## src/rtl/painterengine_gpu_dma_writer_pkg.sv

```systemverilog
// painterengine_gpu_dma_writer_pkg: FSM state codes, error-type codes and AXI constants shared by the GPU DMA writer.
package painterengine_gpu_dma_writer_pkg;
  typedef enum logic [2:0] {
    ST_ROUTING, ST_PARAM_CHECK, ST_CALC, ST_ADDR, ST_DATA, ST_RESP, ST_DONE, ST_ERROR
  } state_e;
  typedef enum logic [2:0] {
    ERR_NONE, ERR_ROUTER, ERR_ADDRESS, ERR_ADDR_TIMEOUT, ERR_DATA_TIMEOUT, ERR_BRESP
  } err_e;
  localparam logic [2:0] AXI_SIZE_4B    = 3'b010;
  localparam logic [1:0] AXI_BURST_INCR = 2'b01;
  localparam logic [3:0] AXI_CACHE_MOD  = 4'b0010;
  function automatic logic [1:0] router_index(input logic [3:0] r);
    return r[3] ? 2'd3 : r[2] ? 2'd2 : r[1] ? 2'd1 : 2'd0;
  endfunction
endpackage

```

## src/rtl/painterengine_gpu_dma_source_mux.sv

```systemverilog
// painterengine_gpu_dma_source_mux: 4:1 select of source data/valid and fan-out of the pop strobe.
//   i_data/i_valid : four 32b sources and their valids
//   i_idx          : selected source
//   i_next         : pop request for the selected source
//   o_data/o_valid : selected word and valid
//   o_next         : per-source pop, only bit i_idx can be set
module painterengine_gpu_dma_source_mux (
  input  logic [127:0] i_data,
  input  logic [3:0]   i_valid,
  input  logic [1:0]   i_idx,
  input  logic         i_next,
  output logic [31:0]  o_data,
  output logic         o_valid,
  output logic [3:0]   o_next
);
  always_comb begin
    o_data  = i_data[{i_idx, 5'd0} +: 32];
    o_valid = i_valid[i_idx];
    o_next  = {3'b000, i_next} << i_idx;
  end
endmodule

```

## src/rtl/painterengine_gpu_dma_writer.sv

```systemverilog
// painterengine_gpu_dma_writer: AXI4 write master draining one of four word streams into memory as INCR bursts.
module painterengine_gpu_dma_writer
  import painterengine_gpu_dma_writer_pkg::*;
#(
  parameter int TIMEOUT_BIT = 18,
  parameter int MAX_BURST = 256
) (
  input  logic         i_wire_clock,
  input  logic         i_wire_resetn,
  output logic         o_wire_done,
  output logic         o_wire_error,
  output logic [2:0]   o_wire_error_type,
  input  logic [127:0] i_wire_address,
  input  logic [127:0] i_wire_length,
  input  logic [3:0]   i_wire_router,
  input  logic [127:0] i_wire_data,
  input  logic [3:0]   i_wire_data_valid,
  output logic [3:0]   o_wire_data_next,
  output logic         o_wire_M_AXI_AWID,
  output logic [31:0]  o_wire_M_AXI_AWADDR,
  output logic [7:0]   o_wire_M_AXI_AWLEN,
  output logic [2:0]   o_wire_M_AXI_AWSIZE,
  output logic [1:0]   o_wire_M_AXI_AWBURST,
  output logic         o_wire_M_AXI_AWLOCK,
  output logic [3:0]   o_wire_M_AXI_AWCACHE,
  output logic [2:0]   o_wire_M_AXI_AWPROT,
  output logic [3:0]   o_wire_M_AXI_AWQOS,
  output logic         o_wire_M_AXI_AWVALID,
  input  logic         i_wire_M_AXI_AWREADY,
  output logic [31:0]  o_wire_M_AXI_WDATA,
  output logic [3:0]   o_wire_M_AXI_WSTRB,
  output logic         o_wire_M_AXI_WLAST,
  output logic         o_wire_M_AXI_WVALID,
  input  logic         i_wire_M_AXI_WREADY,
  input  logic         i_wire_M_AXI_BID,
  input  logic [1:0]   i_wire_M_AXI_BRESP,
  input  logic         i_wire_M_AXI_BVALID,
  output logic         o_wire_M_AXI_BREADY
);
  localparam int BW = $clog2(MAX_BURST);
  state_e state_q, state_d;
  err_e etype_q, etype_d;
  logic [1:0] idx_q, idx_d, ridx;
  logic [31:0] addr_q, addr_d, len_q, len_d, off_q, off_d, rem, off_next;
  logic [BW:0] burst_q, burst_d, aligned, burst_calc;
  logic [BW-1:0] beat_q, beat_d, pos;
  logic sel_valid, next_en, wlast, aw_hs, w_hs, b_hs, tmo;
  logic unused_bid;
  assign unused_bid = i_wire_M_AXI_BID;
  painterengine_gpu_dma_source_mux u_mux (
    .i_data  (i_wire_data),
    .i_valid (i_wire_data_valid),
    .i_idx   (idx_q),
    .i_next  (next_en),
    .o_data  (o_wire_M_AXI_WDATA),
    .o_valid (sel_valid),
    .o_next  (o_wire_data_next)
  );
  always_comb begin
    ridx       = router_index(i_wire_router);
    rem        = len_q - off_q;
    pos        = addr_q[BW+1:2] + off_q[BW-1:0];
    aligned    = (BW+1)'(MAX_BURST) - {1'b0, pos};
    burst_calc = (rem < 32'(aligned)) ? rem[BW:0] : aligned;
    off_next   = off_q + 32'(burst_q);
    wlast      = {1'b0, beat_q} == burst_q - (BW+1)'(1);
    aw_hs      = o_wire_M_AXI_AWVALID & i_wire_M_AXI_AWREADY;
    w_hs       = o_wire_M_AXI_WVALID & i_wire_M_AXI_WREADY;
    b_hs       = o_wire_M_AXI_BREADY & i_wire_M_AXI_BVALID;
  end
`ifdef PAINTERENGINE_GPU_WRITER_TIMEOUT_EN
  logic [TIMEOUT_BIT:0] tmo_q, tmo_d;
  always_comb begin
    tmo_d = (state_q inside {ST_ADDR, ST_DATA, ST_RESP}) && !(aw_hs || w_hs || b_hs)
            ? tmo_q + (TIMEOUT_BIT+1)'(1) : '0;
    tmo   = tmo_q[TIMEOUT_BIT];
  end
  always_ff @(posedge i_wire_clock or negedge i_wire_resetn)
    if (!i_wire_resetn) tmo_q <= '0;
    else tmo_q <= tmo_d;
`else
  assign tmo = 1'b0;
`endif
  always_ff @(posedge i_wire_clock or negedge i_wire_resetn)
    if (!i_wire_resetn) begin
      state_q <= ST_ROUTING;
      etype_q <= ERR_NONE;
      idx_q   <= '0;
      addr_q  <= '0;
      len_q   <= '0;
      off_q   <= '0;
      burst_q <= '0;
      beat_q  <= '0;
    end else begin
      state_q <= state_d;
      etype_q <= etype_d;
      idx_q   <= idx_d;
      addr_q  <= addr_d;
      len_q   <= len_d;
      off_q   <= off_d;
      burst_q <= burst_d;
      beat_q  <= beat_d;
    end
  always_comb begin
    state_d = state_q;
    etype_d = etype_q;
    idx_d   = idx_q;
    addr_d  = addr_q;
    len_d   = len_q;
    off_d   = off_q;
    burst_d = burst_q;
    beat_d  = beat_q;
    case (state_q)
      ST_ROUTING:
        if ($onehot(i_wire_router)) begin
          idx_d   = ridx;
          addr_d  = i_wire_address[{ridx, 5'd0} +: 32];
          len_d   = i_wire_length[{ridx, 5'd0} +: 32];
          state_d = ST_PARAM_CHECK;
        end else begin
          state_d = ST_ERROR;
          etype_d = ERR_ROUTER;
        end
      ST_PARAM_CHECK:
        if (addr_q[1:0] != 2'b00 || len_q == '0) begin
          state_d = ST_ERROR;
          etype_d = ERR_ADDRESS;
        end else state_d = ST_CALC;
      ST_CALC: begin
        burst_d = burst_calc;
        state_d = ST_ADDR;
      end
      ST_ADDR:
        if (tmo) begin
          state_d = ST_ERROR;
          etype_d = ERR_ADDR_TIMEOUT;
        end else if (aw_hs) begin
          beat_d  = '0;
          state_d = ST_DATA;
        end
      ST_DATA:
        if (tmo) begin
          state_d = ST_ERROR;
          etype_d = ERR_DATA_TIMEOUT;
        end else if (w_hs) begin
          beat_d  = beat_q + BW'(1);
          state_d = wlast ? ST_RESP : ST_DATA;
        end
      ST_RESP:
        if (tmo) begin
          state_d = ST_ERROR;
          etype_d = ERR_DATA_TIMEOUT;
        end else if (b_hs) begin
          if (i_wire_M_AXI_BRESP != 2'b00) begin
            state_d = ST_ERROR;
            etype_d = ERR_BRESP;
          end else begin
            off_d   = off_next;
            state_d = (off_next >= len_q) ? ST_DONE : ST_CALC;
          end
        end
      default: ;
    endcase
  end
  always_comb begin
    o_wire_done          = state_q == ST_DONE;
    o_wire_error         = state_q == ST_ERROR;
    o_wire_error_type    = etype_q;
    o_wire_M_AXI_AWID    = 1'b0;
    o_wire_M_AXI_AWADDR  = addr_q + {off_q[29:0], 2'b00};
    o_wire_M_AXI_AWLEN   = 8'(burst_q - (BW+1)'(1));
    o_wire_M_AXI_AWSIZE  = AXI_SIZE_4B;
    o_wire_M_AXI_AWBURST = AXI_BURST_INCR;
    o_wire_M_AXI_AWLOCK  = 1'b0;
    o_wire_M_AXI_AWCACHE = AXI_CACHE_MOD;
    o_wire_M_AXI_AWPROT  = 3'b000;
    o_wire_M_AXI_AWQOS   = 4'h0;
    o_wire_M_AXI_AWVALID = state_q == ST_ADDR;
    o_wire_M_AXI_WSTRB   = 4'hF;
    o_wire_M_AXI_WLAST   = (state_q == ST_DATA) & wlast;
    o_wire_M_AXI_WVALID  = (state_q == ST_DATA) & sel_valid;
    o_wire_M_AXI_BREADY  = state_q == ST_RESP;
    next_en              = i_wire_M_AXI_WREADY & (state_q == ST_DATA);
  end
endmodule

```

## config.mk

```make
export PLATFORM = sky130hd
export DESIGN_NAME = painterengine_gpu_dma_writer
export DESIGN_NICKNAME = d
export VERILOG_FILES = /design/src/rtl/painterengine_gpu_dma_writer_pkg.sv /design/src/rtl/painterengine_gpu_dma_source_mux.sv /design/src/rtl/painterengine_gpu_dma_writer.sv
export SDC_FILE = /design/constraint.sdc
export NUM_CORES = 1
export LEC_CHECK = 0
export BUFFER_PORTS_ARGS = -buffer_cell sky130_fd_sc_hd__buf_4
export CORE_AREA = 5 5 194 196
export CTS_CLUSTER_DIAMETER = 100
export DETAILED_ROUTE_END_ITERATION = 16
export DIE_AREA = 0 0 199 201
export PLACE_DENSITY = 0.65
export RECOVER_POWER = 100
export SLEW_MARGIN = 40
export SYNTH_ARGS = -nofsm -noshare
export SYNTH_HDL_FRONTEND = slang
export SYNTH_HIERARCHICAL = 1
export SYNTH_SLANG_ARGS = --single-unit
```

## constraint.sdc

```tcl
create_clock -name i_wire_clock -period 8.23 [get_ports i_wire_clock]
set_input_delay 1.646 -clock i_wire_clock [delete_from_list [all_inputs] [get_ports i_wire_clock]]
set_output_delay 1.646 -clock i_wire_clock [all_outputs]
set_load 0.05 [all_outputs]
```

Word level (Yosys, flattened, before mapping)
Cells that the tools add are included.
{"block": "classes", "n_mux": 23, "magnitude_cmp": 3, "bitwise": 7, "eq_ne": 15, "shifts": 4, "addsub": 10, "n_reduce_logical": 13}
{"op": "$shiftx 128x8->32", "n": 3}
{"op": "$mux 3", "n": 11}
{"op": "$add 32x32->32", "n": 1}
{"op": "$add 32x9->32", "n": 1}
{"op": "$ge 32x32->1", "n": 1}
{"op": "$logic_not 32->1", "n": 1}
{"op": "$lt 32x9->1", "n": 1}
{"op": "$sub 32x32->32", "n": 1}
{"op": "$pmux 3 s6", "n": 1}
{"op": "$mux 8", "n": 2}
{"op": "$pmux 8 s2", "n": 1}
{"op": "$eq 3x3->1 const B", "n": 4}
{"op": "$eq 8x9->1", "n": 1}
{"op": "$mux 9", "n": 1}
{"op": "$pmux 3 s3", "n": 1}
{"op": "$sub 9x1->9 const B", "n": 1}
{"op": "$sub 9x8->9 const A", "n": 1}
{"op": "$add 8x1->8 const B", "n": 1}
{"op": "$add 8x8->8", "n": 1}
{"op": "$and 1x1->1", "n": 6}
{"op": "$eq 3x1->1 const B", "n": 2}
{"op": "$eq 3x2->1 const B", "n": 2}
{"op": "$ne 2x1->1 const B", "n": 3}
{"op": "$ne 2x2->1 const B", "n": 3}
{"op": "17 further kinds", "n": 24}
{"block": "word_totals", "input_bits": 400, "output_inout_bits": 107, "ff_bits": 121}

Longest topological paths before layout
{"block": "depth", "ltp_word": 6, "ltp_mapped": 22, "depth_no_buf": 22}

Hierarchy
Netlist, hierarchy kept.
{"module": "painterengine_gpu_dma_writer", "instances": 1, "area_each_um2": 12981.2, "cells_each": 1722}
{"module": "painterengine_gpu_dma_source_mux", "instances": 1, "area_each_um2": 875.8, "cells_each": 45}

Worst setup path after synthesis
OpenSTA, ideal clock, no wires.
{"block": "synth_timing", "path_kind": "flip-flop to output port", "start": "reg burst_q[0]", "end": "out o_wire_M_AXI_WLAST", "path_stages_with_launch": 7, "path_buffers": 0, "path_slack_ns": 2.523, "arrival_ns": 4.061, "t_required_ns": 6.584, "path_cell_list": "dfrtp_1 -> inv_1 -> ha_1 -> xor2_1 -> xor2_1 -> or4_1 -> nor4_1"}
{"block": "synth_between", "elab_chain_len": 3}
{"item": "start, declared", "line_no": "painterengine_gpu_dma_writer.sv:45", "text": "logic [BW:0] burst_q, burst_d, aligned, burst_calc;"}
{"item": "start signal, assigned", "line_no": "painterengine_gpu_dma_writer.sv:101", "text": "burst_q <= burst_d;"}
{"item": "$sub 9x1->9"}
{"item": "via o_wire_M_AXI_AWLEN[0]", "line_no": "painterengine_gpu_dma_writer.sv:21", "text": "output logic [7:0] o_wire_M_AXI_AWLEN,"}
{"item": "$eq 8x9->1", "line_no": "painterengine_gpu_dma_writer.sv:66", "text": "wlast = {1'b0, beat_q} == burst_q - (BW+1)'(1);"}
{"item": "$and 1x1->1", "line_no": "painterengine_gpu_dma_writer.sv:180", "text": "o_wire_M_AXI_WLAST = (state_q == ST_DATA) & wlast;"}
{"item": "end, declared", "line_no": "painterengine_gpu_dma_writer.sv:32", "text": "output logic o_wire_M_AXI_WLAST,"}
The timed path passes the listed nets, and every way through them passes these cells.

Worst setup path after layout
{"block": "layout_timing", "start": "in i_wire_router[3]", "end": "reg len_q[0]"}
{"block": "layout_between", "elab_chain_len": 4, "word_cells_on_any_way": 6}
{"item": "start, declared", "line_no": "painterengine_gpu_dma_writer.sv:15", "text": "input logic [3:0] i_wire_router,"}
{"item": "parallel branches: the longest is 4 deep, another holds $shiftx 128x8->32"}
{"item": "end signal, assigned", "line_no": "painterengine_gpu_dma_writer.sv:99", "text": "len_q <= len_d;"}
{"item": "end, declared", "line_no": "painterengine_gpu_dma_writer.sv:44", "text": "logic [31:0] addr_q, addr_d, len_q, len_d, off_q, off_d, rem, off_next;"}
Parallel ways; which one is timed is not known.
A chain may end at the register's enable or synchronous reset.

==> results.md <==
* Status: finished with violations
* Failing checks: capacitance limit, slew limit
* Hold depth at 2
* Ys Warns at 6
* Setup TNS at 0 ns
* Clk_lat worst skew at 0.44 ns
* Initial DRC count at 939
* First-pass GRT wire length at 88200 um
* Simple-gate portion of the synthesized area at 20.3%
* Top Ports at 507
* CTS buffer count at 17
* Max Clock Freq at 146 MHz
* Total GRT Usage at 28.8%
* Worst hold path type: register to register
* Global route overflow at 0
* CP max FO at 79
* Post-CTS Hold Fix Bufs at 0
* Initial Utilization at 38.6%
* DRC at 0
* Port Buf Inserts at 483
* Seq cells post-synth at 121
* Die area at 40000 um^2
* Hold_ws at 0.490 ns
* Longest Clk Path Bufs at 2
* Root Buffer: clkbuf_16
* Mux contribution to synthesized area at 10.9%
* WP data arrival at 7.13 ns
* Setup crit end kind: register
* Post-DP HPWL at 50200 um
* Final min period at 6.87 ns
* Static leakage at 0.00838 uW
* Synth top cells by count: 229 x nor2_1, 220 x a21oi_1, 144 x nand2_1
* CTS tree: built
* Cts repair resizes at 0
* Clock sinks at 121
* Setup Skew at 0.0103 ns
* Fin crit share at 83.5%
* Wire length per cell at 22.3 um
* Slew @ Worst Pin at 2.38 ns
* RSZ-0062 raised after global routing: no
* Yosys top cell by area: dfrtp_1
* Crit path kind: primary input to register
* Most frequent cell after synthesis: nor2_1
* Share of post-route cells with drive strength above 1 at 21.8%
* Pins Over Slew Limit at 177
* Die span in y at 201 um
* Final hold viol count at 0
* Yosys cell types at 87
* Final Net Count at 2708
* Worst Path Required at 8.49 ns
* Detailed Route WL at 59700 um
* Postcts setup bufs at 0
* Post-synth top area share at 21.9%
* Relative slew slack at -59.0%
* Row count at 70
* Clk slew on worst S/H paths at 0.06 ns
* Pwr/cell area at 196 nW/um^2
* Largest family of logic cells by synthesized area: compound AO/OA/AOI/OAI gates
* Final Power at 3520 uW
* Post-Syn Instances at 1767
* Post-synth ARST share at 100%
* Core region area at 35900 um^2
* Antenna viol nets, final at 0
* GP Congestion at 0.935
* H-tree depth at 4
* Max Cap Viol at 3
* Mapped Avg Cell Area at 7.84 um^2
* Post-synthesis xor/xnor area fraction at 7.71%
* # setup viols final at 0
* Antenna violations before repair at 6
* Synth Area in Compound Gates at 21.3%
* Largest net degree at the start of global routing at 80
* EDFF count, synth at 0
* Via count at 14900
* Reg2Reg Depth at 17
* Initial DRT Pass Iterations at 5
* Die W at 199 um
* Setup crit start kind: primary input
* Vias in the first global route at 14900
* Sequential area share after synthesis at 21.9%
* Final non-filler cell total at 2675
* Placed insts at 2639
* Top post-synthesis cells by area: dfrtp_1 22%, ha_1 10%, a21oi_1 7.9%
* Post-DR vias/cell at 5.57
* Area grow syn2layout at 29.7%
* Synth Cell Area at 13900 um^2
* Synth Area in Adders at 10.9%
* Worst vdd ir at 0.176 mV
* Post-synth top flop: dfrtp_1
-- layout by cell type (no fill, tap or decap), types with 44 or more instances in the layout --
master,Yosys,final
buf_4,25,400
nand3_1,44,44
nand2_1,144,144
xnor2_1,87,87
nor2_1,229,229
inv_1,105,105
o21ai_0,79,84
a21oi_1,220,220
dfrtp_1,121,120
clkbuf_1,65,88
ha_1,114,114
mux2i_1,70,70
-- stage by stage --
stage          worst slack (ns)  util (%)  area, um^2
6_report                   1.36      50.1       18000
3_3_place_gp               2.39      49.1       17600
2_1_floorplan              2.52         -       13900
3_5_place_dp               2.36      49.2       17700
4_1_cts                    2.33      51.1       18300
5_1_grt                   0.951      50.0       18000
-- flip-flops by register name, indices dropped and copies added, names as in the netlist --
| signal | flops |
|---|---|
| addr_q | 32 |
| len_q | 32 |
| off_q | 32 |
| burst_q | 9 |
| beat_q | 8 |
| o_wire_error_type | 3 |
| state_q | 3 |
| idx_q | 2 |
-- layer usage --
metal	track usage [%]	up-vias	wire length (um)
li1	-	7173	-
met1	32.9	7073	22700
met2	50.0	543	29800
met3	6.39	120	3980
met4	14.6	4	3170
met5	0	-	17
-- critical path, cell delays in order --
cell and delay [ns]:
buf_4 0.55, inv_1 0.22, fa_1 0.53, inv_1 0.04, ha_1 0.17, ha_1 0.27
nor3b_1 0.70, nand3b_1 0.20, clkbuf_1 0.82, clkbuf_2 1.08, a211oi_1 0.73, a21oi_1 0.08
-- report_power, final --
group	total, uW	switching (uW)	leakage, uW	internal (uW)
logic	1920	1240	0.00665	678
clock network	883	302	0.000321	581
registers	713	72.4	0.00141	641
total	3520	1620	0.00838	1900
-- final cells by class --
type | count | area, um^2
inverters | 107 | 402
clock buffers | 19 | 453
multi-input cells | 1450 | 9900
flip-flops and latches | 121 | 3030
repair buffers | 493 | 3380
fillers | 3559 | 17900
diodes | 5 | 12.5
well taps | 468 | 586
clock inverters | 12 | 221
-- final timing paths --
kind                                             start                     end  slack, ns
worst min-delay path            addr_q[30]$_DFFE_PN0P_  addr_q[30]$_DFFE_PN0P_       0.49
worst max-delay path                  i_wire_router[3]    len_q[0]$_DFFE_PN0P_       1.36
worst min register to register  addr_q[30]$_DFFE_PN0P_  addr_q[30]$_DFFE_PN0P_       0.49
worst max register to register    off_q[0]$_DFFE_PN0P_  burst_q[2]$_DFFE_PN0P_       2.32
max in group asynchronous                i_wire_resetn  burst_q[2]$_DFFE_PN0P_       3.69
min in group asynchronous                i_wire_resetn  addr_q[29]$_DFFE_PN0P_       1.48
-- cells by family (layout without fill, tap and decap cells) --
| group | count (synthesis) | after routing |
|---|---|---|
| XOR/XNOR | 122 | 122 |
| AND/OR/NAND/NOR | 594 | 594 |
| multiplexers | 107 | 107 |
| adder cells (fa/ha/maj) | 118 | 118 |
| AO/OA/AOI/OAI | 487 | 487 |
| flip-flops | 121 | 121 |
| buffers and inverters | 216 | 631 |
| other | 2 | 27 |
No activity file was read; power rests on OpenSTA's default activity.
